File: config.mk
export PLATFORM = sky130hd
export DESIGN_NAME = fir_tap_sequencer
export DESIGN_NICKNAME = d
export VERILOG_FILES = /design/src/rtl/fir_seq_pkg.sv /design/src/rtl/fir_tap_sequencer_mac.sv /design/src/rtl/fir_tap_sequencer.sv
export SDC_FILE = /design/constraint.sdc
export NUM_CORES = 1
export LEC_CHECK = 0
export ABC_AREA = 1
export CAP_MARGIN = 40
export CORE_ASPECT_RATIO = 1.2
export CORE_MARGIN = 2
export CORE_UTILIZATION = 55
export CTS_CLUSTER_SIZE = 10
export DETAILED_ROUTE_END_ITERATION = 8
export GPL_TIMING_DRIVEN = 1
export PLACE_DENSITY = 0.71
export SLEW_MARGIN = 0
export SYNTH_ARGS = -nofsm -noshare
export SYNTH_HDL_FRONTEND = slang
export SYNTH_SLANG_ARGS = --single-unit
File: constraint.sdc
create_clock -name clk -period 9 [get_ports clk]
set_input_delay 1.35 -clock clk [delete_from_list [all_inputs] [get_ports clk]]
set_output_delay 1.35 -clock clk [all_outputs]
set_load 0.01 [all_outputs]
File: src/rtl/fir_seq_pkg.sv
// Shared types and helpers for the time-multiplexed FIR tap sequencer.
//   state_e   : sequencer FSM state (idle, accumulate, output strobe)
//   acc_width : accumulator width that cannot overflow for a given tap count
//   sat       : clamp a value to the largest unsigned number of a given width
package fir_seq_pkg;

    typedef enum logic [1:0] {
        StIdle,
        StAccum,
        StOutput
    } state_e;

    // Product is 2*width bits; summing coeff_numb of them needs clog2 extra bits.
    function automatic int unsigned acc_width(input int unsigned width,
                                              input int unsigned coeff_numb);
        return 2 * width + $clog2(coeff_numb);
    endfunction

    // Values are carried in 64 bits, so width must stay below 64.
    function automatic logic [63:0] sat(input logic [63:0] value, input int unsigned width);
        logic [63:0] max_val;
        max_val = (64'd1 << width) - 64'd1;
        return (value > max_val) ? max_val : value;
    endfunction

endpackage

File: src/rtl/fir_tap_sequencer_mac.sv
// fir_mac: registered unsigned multiply-accumulate shared by all FIR taps.
// Ports:
//   clk, reset : clock, synchronous active-high reset (clears accumulator)
//   i_clear    : synchronous clear of the accumulator (wins over i_en)
//   i_en       : add i_a * i_b into the accumulator this edge
//   i_a, i_b   : unsigned operands, WIDTH bits each
//   o_acc      : accumulator value, ACC_W bits
module fir_mac
    import fir_seq_pkg::*;
#(
    parameter int unsigned WIDTH = 8,
    parameter int unsigned ACC_W = 19
) (
    input  logic             clk,
    input  logic             reset,
    input  logic             i_clear,
    input  logic             i_en,
    input  logic [WIDTH-1:0] i_a,
    input  logic [WIDTH-1:0] i_b,
    output logic [ACC_W-1:0] o_acc
);

    logic [2*WIDTH-1:0] w_prod;
    logic [ACC_W-1:0]   r_acc;

    assign w_prod = {{WIDTH{1'b0}}, i_a} * {{WIDTH{1'b0}}, i_b};

    always_ff @(posedge clk) begin
        if (reset || i_clear) begin
            r_acc <= '0;
        end else if (i_en) begin
            r_acc <= r_acc + ACC_W'(w_prod);
        end
    end

    assign o_acc = r_acc;

endmodule

File: src/rtl/fir_tap_sequencer.sv
// fir_tap_sequencer: time-multiplexed FIR controller. One shared MAC processes one tap per
// cycle; the block owns the circular sample delay line and the programmable coefficient bank.
// Optional build macro FIR_TAP_SEQUENCER_SAT_FLAG_EN adds the sat_sticky output.
// Ports:
//   clk, reset                 : clock, synchronous active-high reset
//   data_in, valid_in          : upstream sample and valid
//   ready_in                   : high in idle, sample accepted on valid_in && ready_in
//   coeff_we/addr/wdata        : coefficient write port, honoured only in idle
//   valid_out, data_out        : one-cycle result strobe, result held between strobes
//   busy                       : high while a sample is being processed
//   sat_sticky (optional)      : set when any output was clipped, cleared by reset
module fir_tap_sequencer
#(
    parameter int unsigned WIDTH      = 8,
    parameter int unsigned COEFF_NUMB = 11,
    parameter int unsigned SHIFT      = 0
) (
    input  logic                          clk,
    input  logic                          reset,
    input  logic [WIDTH-1:0]              data_in,
    input  logic                          valid_in,
    output logic                          ready_in,
    input  logic                          coeff_we,
    input  logic [$clog2(COEFF_NUMB)-1:0] coeff_addr,
    input  logic [WIDTH-1:0]              coeff_wdata,
    output logic                          valid_out,
    output logic [WIDTH-1:0]              data_out,
    output logic                          busy
`ifdef FIR_TAP_SEQUENCER_SAT_FLAG_EN
    ,
    output logic                          sat_sticky
`endif
);

    import fir_seq_pkg::*;

    localparam int unsigned    PTR_W = $clog2(COEFF_NUMB);
    localparam int unsigned    ACC_W = acc_width(WIDTH, COEFF_NUMB);
    localparam logic [PTR_W-1:0] LAST = PTR_W'(COEFF_NUMB - 1);

    state_e           r_state;
    state_e           w_state_next;
    logic [PTR_W-1:0] r_wptr;
    logic [PTR_W-1:0] r_rptr;
    logic [PTR_W-1:0] r_k;
    logic [WIDTH-1:0] r_x     [COEFF_NUMB];
    logic [WIDTH-1:0] r_coeff [COEFF_NUMB];
    logic [WIDTH-1:0] r_data_out;

    logic             w_accept;
    logic             w_coeff_wr;
    logic             w_mac_en;
    logic [ACC_W-1:0] w_acc;
    logic [ACC_W-1:0] w_scaled;
    logic             w_clip;
    logic [WIDTH-1:0] w_sat;

    assign w_accept   = (r_state == StIdle) && valid_in;
    assign w_coeff_wr = (r_state == StIdle) && coeff_we && (32'(coeff_addr) < COEFF_NUMB);
    assign w_mac_en   = (r_state == StAccum);

    always_comb begin
        w_state_next = r_state;
        unique case (r_state)
            StIdle:   if (w_accept) w_state_next = StAccum;
            StAccum:  if (r_k == LAST) w_state_next = StOutput;
            StOutput: w_state_next = StIdle;
            default:  w_state_next = StIdle;
        endcase
    end

    // r_rptr starts at the newest sample and walks backwards through the circular line.
    always_ff @(posedge clk) begin
        if (reset) begin
            r_state    <= StIdle;
            r_wptr     <= '0;
            r_rptr     <= '0;
            r_k        <= '0;
            r_data_out <= '0;
        end else begin
            r_state <= w_state_next;
            if (w_accept) begin
                r_rptr <= r_wptr;
                r_wptr <= (r_wptr == LAST) ? '0 : r_wptr + PTR_W'(1);
                r_k    <= '0;
            end else if (r_state == StAccum) begin
                r_rptr <= (r_rptr == '0) ? LAST : r_rptr - PTR_W'(1);
                r_k    <= r_k + PTR_W'(1);
            end
            if (r_state == StOutput) begin
                r_data_out <= w_sat;
            end
        end
    end

    always_ff @(posedge clk) begin
        if (reset) begin
            for (int i = 0; i < int'(COEFF_NUMB); i++) begin
                r_x[i]     <= '0;
                r_coeff[i] <= WIDTH'(i + 1);
            end
        end else begin
            if (w_accept) begin
                r_x[r_wptr] <= data_in;
            end
            if (w_coeff_wr) begin
                r_coeff[coeff_addr] <= coeff_wdata;
            end
        end
    end

    fir_mac #(
        .WIDTH (WIDTH),
        .ACC_W (ACC_W)
    ) u_mac (
        .clk     (clk),
        .reset   (reset),
        .i_clear (w_accept),
        .i_en    (w_mac_en),
        .i_a     (r_coeff[r_k]),
        .i_b     (r_x[r_rptr]),
        .o_acc   (w_acc)
    );

    // Clipping is detected as "saturation changed the value".
    assign w_scaled = w_acc >> SHIFT;
    assign w_clip   = (sat(64'(w_scaled), WIDTH) != 64'(w_scaled));
    assign w_sat    = w_clip ? {WIDTH{1'b1}} : w_scaled[WIDTH-1:0];

    // The final MAC sum is registered on entry to OUTPUT, so the result is shown
    // combinationally during the strobe and held from r_data_out afterwards.
    assign valid_out = (r_state == StOutput);
    assign data_out  = (r_state == StOutput) ? w_sat : r_data_out;
    assign ready_in  = (r_state == StIdle);
    assign busy      = (r_state != StIdle);

`ifdef FIR_TAP_SEQUENCER_SAT_FLAG_EN
    logic r_sat_sticky;

    always_ff @(posedge clk) begin
        if (reset) begin
            r_sat_sticky <= 1'b0;
        end else if ((r_state == StOutput) && w_clip) begin
            r_sat_sticky <= 1'b1;
        end
    end

    // Visible together with the clipped strobe, not one cycle later.
    assign sat_sticky = r_sat_sticky | ((r_state == StOutput) && w_clip);
`endif

endmodule

Word level (Yosys, flattened, before mapping). Memories as Yosys holds them, arrays and structs flattened. A register that Yosys moved wholly into a read port is not among the register bits. Index checks and enable logic that the tools add are counted.

Bits in registers: 42. Memory bits (writable): 176. Input port bits: 24. Output and inout port bits: 11. Memories kept: 2.

Memory list: r_coeff (words 11, width 8, rd ports 1, clocked after Yosys merged registers in 1, wr ports 11, line fir_tap_sequencer.sv:47) `logic [WIDTH-1:0] r_coeff [COEFF_NUMB];`; r_x (words 11, width 8, rd ports 1, clocked after Yosys merged registers in 1, wr ports 11, line fir_tap_sequencer.sv:46) `logic [WIDTH-1:0] r_x [COEFF_NUMB];`.

$add $sub $neg: 4. $mul: 1. Magnitude comparators: 2. Eq/ne operators: 7. Muxes and demuxes: 28. Reductions and logical operators: 12.

Operator list (count): two-way mux 4 bit (10); two-way mux 8 bit (4); adder 20 x 16 -> 20 bit (1); > comparator 20 x 8 -> 1 bit (second input constant) (1); two-way mux 20 bit (1); != test 20 bit (1); multiplier 8 x 8 -> 16 bit (1); OR reduction 8 bit (2); two-way mux 1 bit (10); adder 4 x 1 -> 4 bit (second input constant) (2); equality test 4 bit (second input constant) (2); logical NOT 4 bit (1); less-than comparator 4 bit (second input constant) (1); two-way mux 2 bit (2); case mux 2 bit (2 select lines) (1); nonzero test 2 bit (2); subtractor 4 x 1 -> 4 bit (second input constant) (1); logical AND 1 bit (3); equality test 2 x 1 -> 1 bit (second input constant) (1); equality test 2 bit (second input constant) (1); logical NOT 2 bit (1); != test 2 x 1 -> 1 bit (second input constant) (1); != test 2 bit (second input constant) (1); AND reduction 2 bit (1); other kinds (2) (2).

Depth between registers and ports, before layout. Gate-level depths: netlist of the first run.

Word-level depth: 8. Depth in mapped cells: 30. Depth with buffers taken out: 28.

Cells and area by module. A second synthesis of the first run with hierarchy kept.

Cell total of the unflattened synthesis: 1862. Area total of the unflattened synthesis: 16669.7 um^2.

Modules (own cells, without submodules): fir_tap_sequencer (times used 1, cells an instance 1285, area each 12844.8 um^2, seq. area each 8127.8 um^2); fir_mac (times used 1, cells an instance 577, area each 3824.9 um^2, seq. area each 400.4 um^2).

Worst setup path after synthesis of the first run. Ideal clock, no wire load.

Path type: reg2reg. From: register with a tool-made name. To: register u_mac.r_acc[17] (netlist: u_mac.o_acc[17]). Setup time: 109 ps. Arrival time: 4549 ps. Required time: 8891 ps. Slack: 4342 ps. Cell stages (with the launch flop): 27. Cells stage by stage: dfxtp_1 > buf_2 > buf_4 > buf_4 > nand2_1 > o211ai_1 > nand3_1 > nand3_1 > nand2_1 > nand2_1 > fa_1 > inv_1 > fa_1 > inv_1 > fa_1 > fa_1 > inv_1 > ha_1 > or2_2 > nand3_1 > nand2_1 > nand2_1 > nand2_1 > nand2_1 > nand3_1 > nand2_1 > inv_1.

RTL lines: end signal, assigned (line fir_tap_sequencer_mac.sv:32) `r_acc <= r_acc + ACC_W'(w_prod);`; end, declared (line fir_tap_sequencer_mac.sv:24) `logic [ACC_W-1:0] r_acc;`.

==> results.py, run 1 <==
metrics = {
    "global_route": {
        "first_global_vias": 12200,
        "global_route.usage.total_pct": 24.2,
        "grt_antenna_before_repair": 0,
        "wire_length_of_the_first_global_routing_pass_um": 60600,
        "largest_net_degree_at_the_start_of_global_routing": 74,
        "globalRoute.totalOverflow": 0,
    },
    "logic_synthesis": {
        "synth_warnings": 0,
        "postSynth.topFlopCell": "sky130_fd_sc_hd__edfxtp_1",
        "yosysMostFrequentCell": "sky130_fd_sc_hd__inv_1",
        "seq_area_frac_synth_pct": 51.6,
        "avgSynthCellArea_sq_um": 8.90,
        "yosys_register_bits": 306,
        "synthesis.area_sq_um": 16500,
        "async_reset_ff_share_pct": 0,
        "yosysTopAreaCell": "sky130_fd_sc_hd__edfxtp_1",
        "synth_top_cells_by_area": "sky130_fd_sc_hd__edfxtp_1, sky130_fd_sc_hd__inv_1, sky130_fd_sc_hd__dfxtp_1",
        "synth_edf_count": 240,
        "synthesis.instances": 1857,
        "synth.top_cells.by_count": "sky130_fd_sc_hd__inv_1, sky130_fd_sc_hd__nand2_1, sky130_fd_sc_hd__edfxtp_1",
        "post-synth-top-area-fraction_pct": 43.6,
        "synthDistinctLibCells": 37,
    },
    "timing": {
        "timing.final.crit_share_pct": 64.5,
        "timing_max_transition_violations_final": 0,
        "grt_setup_unrepaired": "no",
        "timing_hold_violations_final": 0,
        "actual_transition_at_the_worst_max_transition_pin_ns": 0.858,
        "final_period_minus_worst_setup_slack_ns": 5.81,
        "setup_tns_ns": 0,
        "setup_viol": 0,
        "finalWorstSetupSlack_ns": 3.19,
        "timing.max_slew.rel_slack_pct": 42.6,
        "fmax_mhz": 172,
        "timing.clock.skew_ns": 0.0213,
    },
    "setup_path": {
        "worstSetupStartpointType": "flip-flop",
        "worst_setup_path_end_kind": "flip-flop",
        "crit_path_max_fanout": 71,
        "worstPathRequired_ns": 9.43,
        "worstPathArrival_ns": 6.23,
        "timing_worst_setup_path_type": "reg -> reg",
    },
    "clock_network": {
        "insertion_delay_ns": 0.53,
        "h_tree_levels": 2,
        "clock_tree_from_tritoncts": "yes",
        "cts.sinks": 306,
        "cts.root.buffer_cell": "sky130_fd_sc_hd__clkbuf_16",
        "ctsLongestPathBuffers": 3,
        "cts_hold_buffers": 0,
        "cts_setup_buffers": 0,
        "cts-buffers-inserted": 37,
        "clk_pin_slew_worst_paths_ns": 0.06,
        "ctsResizeCount": 0,
    },
    "placed_design": {
        "dp.final_hpwl_um": 26000,
        "routabilityCongestion": 0.894,
        "placement.cell_area_sq_um": 17300,
        "buffer_ports.inserted": 34,
        "dpl_ws_ns": 3.26,
    },
    "power_and_ir_drop": {
        "total_leakage_power_nw": 8.06,
        "ir_worst_vdd_mv": 0.139,
        "pd_cells_nw_per_um2": 239,
        "total_power_w": 0.00440,
    },
    "route": {
        "route.antenna.remaining_nets": 0,
        "drt-pass1-iter-count": 6,
        "wl_per_cell_um": 15.8,
        "initialDrtViolationCount": 970,
        "vias_per_cell": 5.25,
        "vias": 12300,
        "drt-total-wl_um": 36800,
        "drt_drc_violations_left": 0,
    },
    "floorplan": {
        "floorplan.core_area_sq_um": 29600,
        "chipHeight_um": 194,
        "initial_core_utilization_pct": 55.8,
        "placement_rows": 69,
        "die-area_sq_um": 31400,
        "die-width_um": 162,
        "io-pin-count": 35,
    },
    "final_layout": {
        "fin_nets": 2036,
        "drive_gt1_share_pct": 5.92,
        "antenna_cells_inserted": 0,
        "fin_area_sq_um": 18400,
        "layout.core_utilization_pct": 62.2,
        "area_growth_syn_to_layout_pct": 11.6,
    },
    "run_status": {
        "outcome": "finished, final reports clean",
    },
    "hold_path": {
        "path_type_of_the_worst_min_delay_path": "reg -> reg",
    },
    "run": {
        "maximum_capacitance_violations": 0,
    },
}
[worst paths after layout]
check                           slack, ns              end           start  depth (start not counted)
worst max-delay path                 3.19  u_mac.o_acc[16]       flip-flop                         27
worst min-delay path                 0.46   r_coeff[10][5]  r_coeff[10][5]                          2
worst max register to register       3.19  u_mac.o_acc[16]       flip-flop                         27
worst min register to register       0.46   r_coeff[10][5]  r_coeff[10][5]                          2
[cell families (layout without fill, tap and decap cells)]
logic type      Yosys count  in the layout  synth area share (%)
compound gates          265            265                  9.19
xor+xnor                  6              6                 0.318
fa+ha+maj                94             94                  9.39
buf+inv                 470            518                  11.0
flops                   306            306                  51.6
other cells               1             40                0.0227
simple gates            715            715                  18.5
[layout make-up]
class / instances / area (sq um)
clock buffer: 59 / 1010
timing repair buffer: 49 / 473
clock inverter: 6 / 82.6
fill: 2561 / 11200
multi-input combinational: 1120 / 6320
sequential: 306 / 8540
tap: 390 / 488
inverter: 404 / 1520
[state kept, by name, summed over array words and instances, names as in the netlist, named ones only]
name         cells
r_k              4
r_rptr           4
r_coeff        128
r_data_out       8
r_state          2
r_wptr           4
u_mac.o_acc     20
r_x            128
[through the flow]
stage          std cells  hold WS [ns]
2_1_floorplan       1896         0.444
3_3_place_gp        2264         0.452
3_5_place_dp        2269         0.456
4_1_cts             2334         0.464
5_1_grt             2334         0.482
6_report            2334         0.464
[placed cells by master, fill, tap and decap left out, types with 50 or more instances in the layout]
master / synthesis / routed
sky130_fd_sc_hd__a21oi_1: 98 / 98
sky130_fd_sc_hd__dfxtp_1: 66 / 62
sky130_fd_sc_hd__edfxtp_1: 240 / 240
sky130_fd_sc_hd__fa_1: 50 / 50
sky130_fd_sc_hd__inv_1: 387 / 387
sky130_fd_sc_hd__nand2_1: 324 / 324
sky130_fd_sc_hd__nand3_1: 139 / 139
sky130_fd_sc_hd__nor2_1: 194 / 194
sky130_fd_sc_hd__o211ai_1: 63 / 63
sky130_fd_sc_hd__o21ai_0: 91 / 91
[worst max-delay path, stage by stage (launching register included)]
cell and delay, ns:
sky130_fd_sc_hd__dfxtp_4 0.69, sky130_fd_sc_hd__buf_4 0.63, sky130_fd_sc_hd__a21oi_1 0.16, sky130_fd_sc_hd__o21ai_0 0.12, sky130_fd_sc_hd__nand3_1 0.12, sky130_fd_sc_hd__nand3_1 0.12, sky130_fd_sc_hd__nand2_1 0.21, sky130_fd_sc_hd__nand2_1 0.14
sky130_fd_sc_hd__inv_1 0.07, sky130_fd_sc_hd__fa_1 0.54, sky130_fd_sc_hd__inv_1 0.06, sky130_fd_sc_hd__fa_1 0.53, sky130_fd_sc_hd__inv_1 0.05, sky130_fd_sc_hd__fa_1 0.48, sky130_fd_sc_hd__inv_1 0.06, sky130_fd_sc_hd__fa_1 0.53
sky130_fd_sc_hd__inv_1 0.04, sky130_fd_sc_hd__ha_1 0.34, sky130_fd_sc_hd__nand2_1 0.14, sky130_fd_sc_hd__inv_1 0.05, sky130_fd_sc_hd__nand2_1 0.06, sky130_fd_sc_hd__nand3_1 0.14, sky130_fd_sc_hd__nand2_1 0.13, sky130_fd_sc_hd__nand2_1 0.06
sky130_fd_sc_hd__nand2_1 0.06, sky130_fd_sc_hd__nand3_1 0.06, sky130_fd_sc_hd__nand2_1 0.07, sky130_fd_sc_hd__inv_1 0.03
[report_power, final]
group / leakage (nW) / internal (W) / switching [W]
registers: 2.88 / 0.00158 / 0.0000463
logic: 4.66 / 0.000513 / 0.000903
clock network: 0.516 / 0.000799 / 0.000553
[routing by layer]
metal | part of all wire, % | GRT usage (%) | vias up | wire length, um
met1 | 41 | 30.4 | 5764 | 15000
met2 | 51 | 42.2 | 371 | 18700
met5 | 0 | 0 | - | 0
met4 | 3.2 | 9.41 | 0 | 1170
met3 | 5.1 | 3.23 | 83 | 1880
li1 | - | - | 6040 | -
Note: power is estimated with default switching activity, not from simulation.
==> run 2, diff against run 1 <==
- clock period: 9 -> 5.9 ns (I/O delays scaled with it)
==> run 2 against run 1 <==
  * Sequential power is 51% higher
  * Fmax is 11% higher
  * Clock power is 54% higher
  * Cell area is 0.65% higher
  * Core utilization is 0.41 points higher
  * Critical endpoint is now u_mac.o_acc[18]
  * Largest cell class unchanged
  * Largest power group unchanged
==> results.py, run 2 (same netlist as run 1, synthesis figures left out) <==
metrics = {
    "run_status": {
        "outcome": "finished, final reports clean",
    },
    "floorplan": {
        "floorplan.core_area_sq_um": 29600,
        "die-width_um": 162,
        "placement_rows": 69,
        "chipHeight_um": 194,
        "initial_core_utilization_pct": 55.8,
        "io-pin-count": 35,
        "die-area_sq_um": 31400,
    },
    "placed_design": {
        "dp_cells": 2277,
        "routabilityCongestion": 0.894,
        "dpl_ws_ns": 0.679,
        "dp.final_hpwl_um": 26700,
        "buffer_ports.inserted": 34,
    },
    "global_route": {
        "first_global_vias": 12300,
        "wire_length_of_the_first_global_routing_pass_um": 61300,
        "grt_antenna_before_repair": 0,
        "globalRoute.totalOverflow": 0,
        "largest_net_degree_at_the_start_of_global_routing": 65,
        "global_route.usage.total_pct": 24.6,
    },
    "final_layout": {
        "drive_gt1_share_pct": 6.30,
        "layout.cells.most_common_list": "sky130_fd_sc_hd__inv_1, sky130_fd_sc_hd__nand2_1, sky130_fd_sc_hd__edfxtp_1",
        "antenna_cells_inserted": 0,
        "final-instance-count-excl-fill": 2343,
        "area_growth_syn_to_layout_pct": 12.3,
        "final_common_cell": "sky130_fd_sc_hd__inv_1",
        "fin_nets": 2044,
    },
    "setup_path": {
        "critPathMaxStageDelay_ns": 0.54,
        "worst_setup_path_end_kind": "flip-flop",
        "cp_common_cell": "sky130_fd_sc_hd__nand2_1",
        "critical_path.top_delay_family": "adder cells",
        "crit_path_max_fanout": 58,
        "worstPathRequired_ns": 6.32,
        "slowest_stage": "sky130_fd_sc_hd__dfxtp_4",
        "worstPathArrival_ns": 5.65,
        "timing_worst_setup_path_type": "reg -> reg",
        "critical_path.n_buffers_inverters": 6,
        "worstSetupStartpointType": "flip-flop",
    },
    "route": {
        "vias_per_cell": 5.26,
        "route.antenna.remaining_nets": 0,
        "initialDrtViolationCount": 1072,
        "wl_per_cell_um": 16.1,
        "drt-pass1-iter-count": 7,
        "vias": 12300,
        "drt-total-wl_um": 37700,
        "drt_drc_violations_left": 0,
    },
    "clock_network": {
        "ctsResizeCount": 0,
        "cts.root.buffer_cell": "sky130_fd_sc_hd__clkbuf_16",
        "clock_tree_from_tritoncts": "yes",
        "ctsLongestPathBuffers": 3,
        "cts-buffers-inserted": 37,
        "clk_pin_slew_worst_paths_ns": 0.06,
        "cts.sinks": 306,
        "h_tree_levels": 2,
        "insertion_delay_ns": 0.53,
        "cts_setup_buffers": 0,
        "cts_hold_buffers": 0,
    },
    "timing": {
        "final_period_minus_worst_setup_slack_ns": 5.23,
        "timing.max_slew.rel_slack_pct": 40.9,
        "timing_max_transition_violations_final": 0,
        "hold-worst-slack_ns": 0.464,
        "fmax_mhz": 191,
        "setup_viol": 0,
        "finalWorstSetupSlack_ns": 0.670,
        "timing.clock.skew_ns": 0.0148,
        "timing.final.crit_share_pct": 88.6,
        "grt_setup_unrepaired": "no",
        "actual_transition_at_the_worst_max_transition_pin_ns": 0.880,
        "setup_tns_ns": 0,
        "timing_hold_violations_final": 0,
    },
    "run": {
        "maximum_capacitance_violations": 0,
    },
    "power_and_ir_drop": {
        "power.share.switching_pct": 34.5,
        "clock_power_share_pct": 30.7,
        "total_leakage_power_nw": 8.12,
        "pd_cells_nw_per_um2": 364,
        "p_int_w": 0.00442,
        "total_power_w": 0.00676,
        "p_seq_share_pct": 36.5,
        "switching_power_w": 0.00233,
        "p_comb_share_pct": 32.8,
        "ir_worst_vdd_mv": 0.253,
    },
    "hold_path": {
        "path_type_of_the_worst_min_delay_path": "reg -> reg",
    },
}
-- run 2: cell types whose count changed in the layout (fill, tap and decap cells not counted) --
cell	previous run	this run
sky130_fd_sc_hd__buf_4	14	16
sky130_fd_sc_hd__buf_12	0	6
sky130_fd_sc_hd__clkinv_1	2	1
sky130_fd_sc_hd__clkinv_2	0	1
sky130_fd_sc_hd__clkinv_8	2	0
sky130_fd_sc_hd__clkbuf_1	22	24
sky130_fd_sc_hd__inv_6	1	2
-- run 2: power by group through the flow --
stage	logic (W)	clock network, W	registers, W
finish	0.00222	0.00208	0.00246
global route	0.00258	0.00219	0.00247
CTS	0.00223	0.00209	0.00246
detailed placement	0.00221	0	0.00251
global placement	0.00217	0	0.00250
floorplan	0.00171	0	0.00248
-- run 2: tightest hold or removal path, delay by kind of cell (launching register included) --
family,cells,cell delay (ns)
AOI/OAI and AO/OA,1,0.05
and+or+nand+nor,1,0.06
DFF,1,0.31
-- run 2: area by class of cell --
type / instances / area [sq um]
Clock inverter: 5 / 60.1
Multi-Input combinational cell: 1120 / 6320
Fill cell: 2490 / 11100
Timing Repair Buffer: 57 / 608
Sequential cell: 306 / 8540
Tap cell: 390 / 488
Inverter: 404 / 1520
Clock buffer: 61 / 1020
-- run 2: worst paths after layout --
kind         depth (start not counted)           start  slack [ns]         endpoint
max reg2reg                         26       flip-flop        0.67  u_mac.o_acc[18]
min                                  2  r_coeff[10][2]        0.46   r_coeff[10][2]
min reg2reg                          2  r_coeff[10][2]        0.46   r_coeff[10][2]
max                                 26       flip-flop        0.67  u_mac.o_acc[18]
-- run 2: per-stage QoR --
| stage | instance area (sq um) | utilization, % |
|---|---|---|
| final | 18500 | 62.6 |
| after global routing | 18500 | 62.6 |
| after CTS | 18500 | 62.6 |
| after detailed placement | 17500 | 59.0 |
| after global placement | 17400 | 58.9 |
| after floorplan | 16700 | - |
-- run 2: per-layer routing --
layer	global-route usage (%)	vias up	routed length, um
met2	42.6	372	18900
met5	0	-	0
met4	9.21	0	1320
met1	31.0	5798	15500
li1	-	6052	-
met3	4.09	99	2040
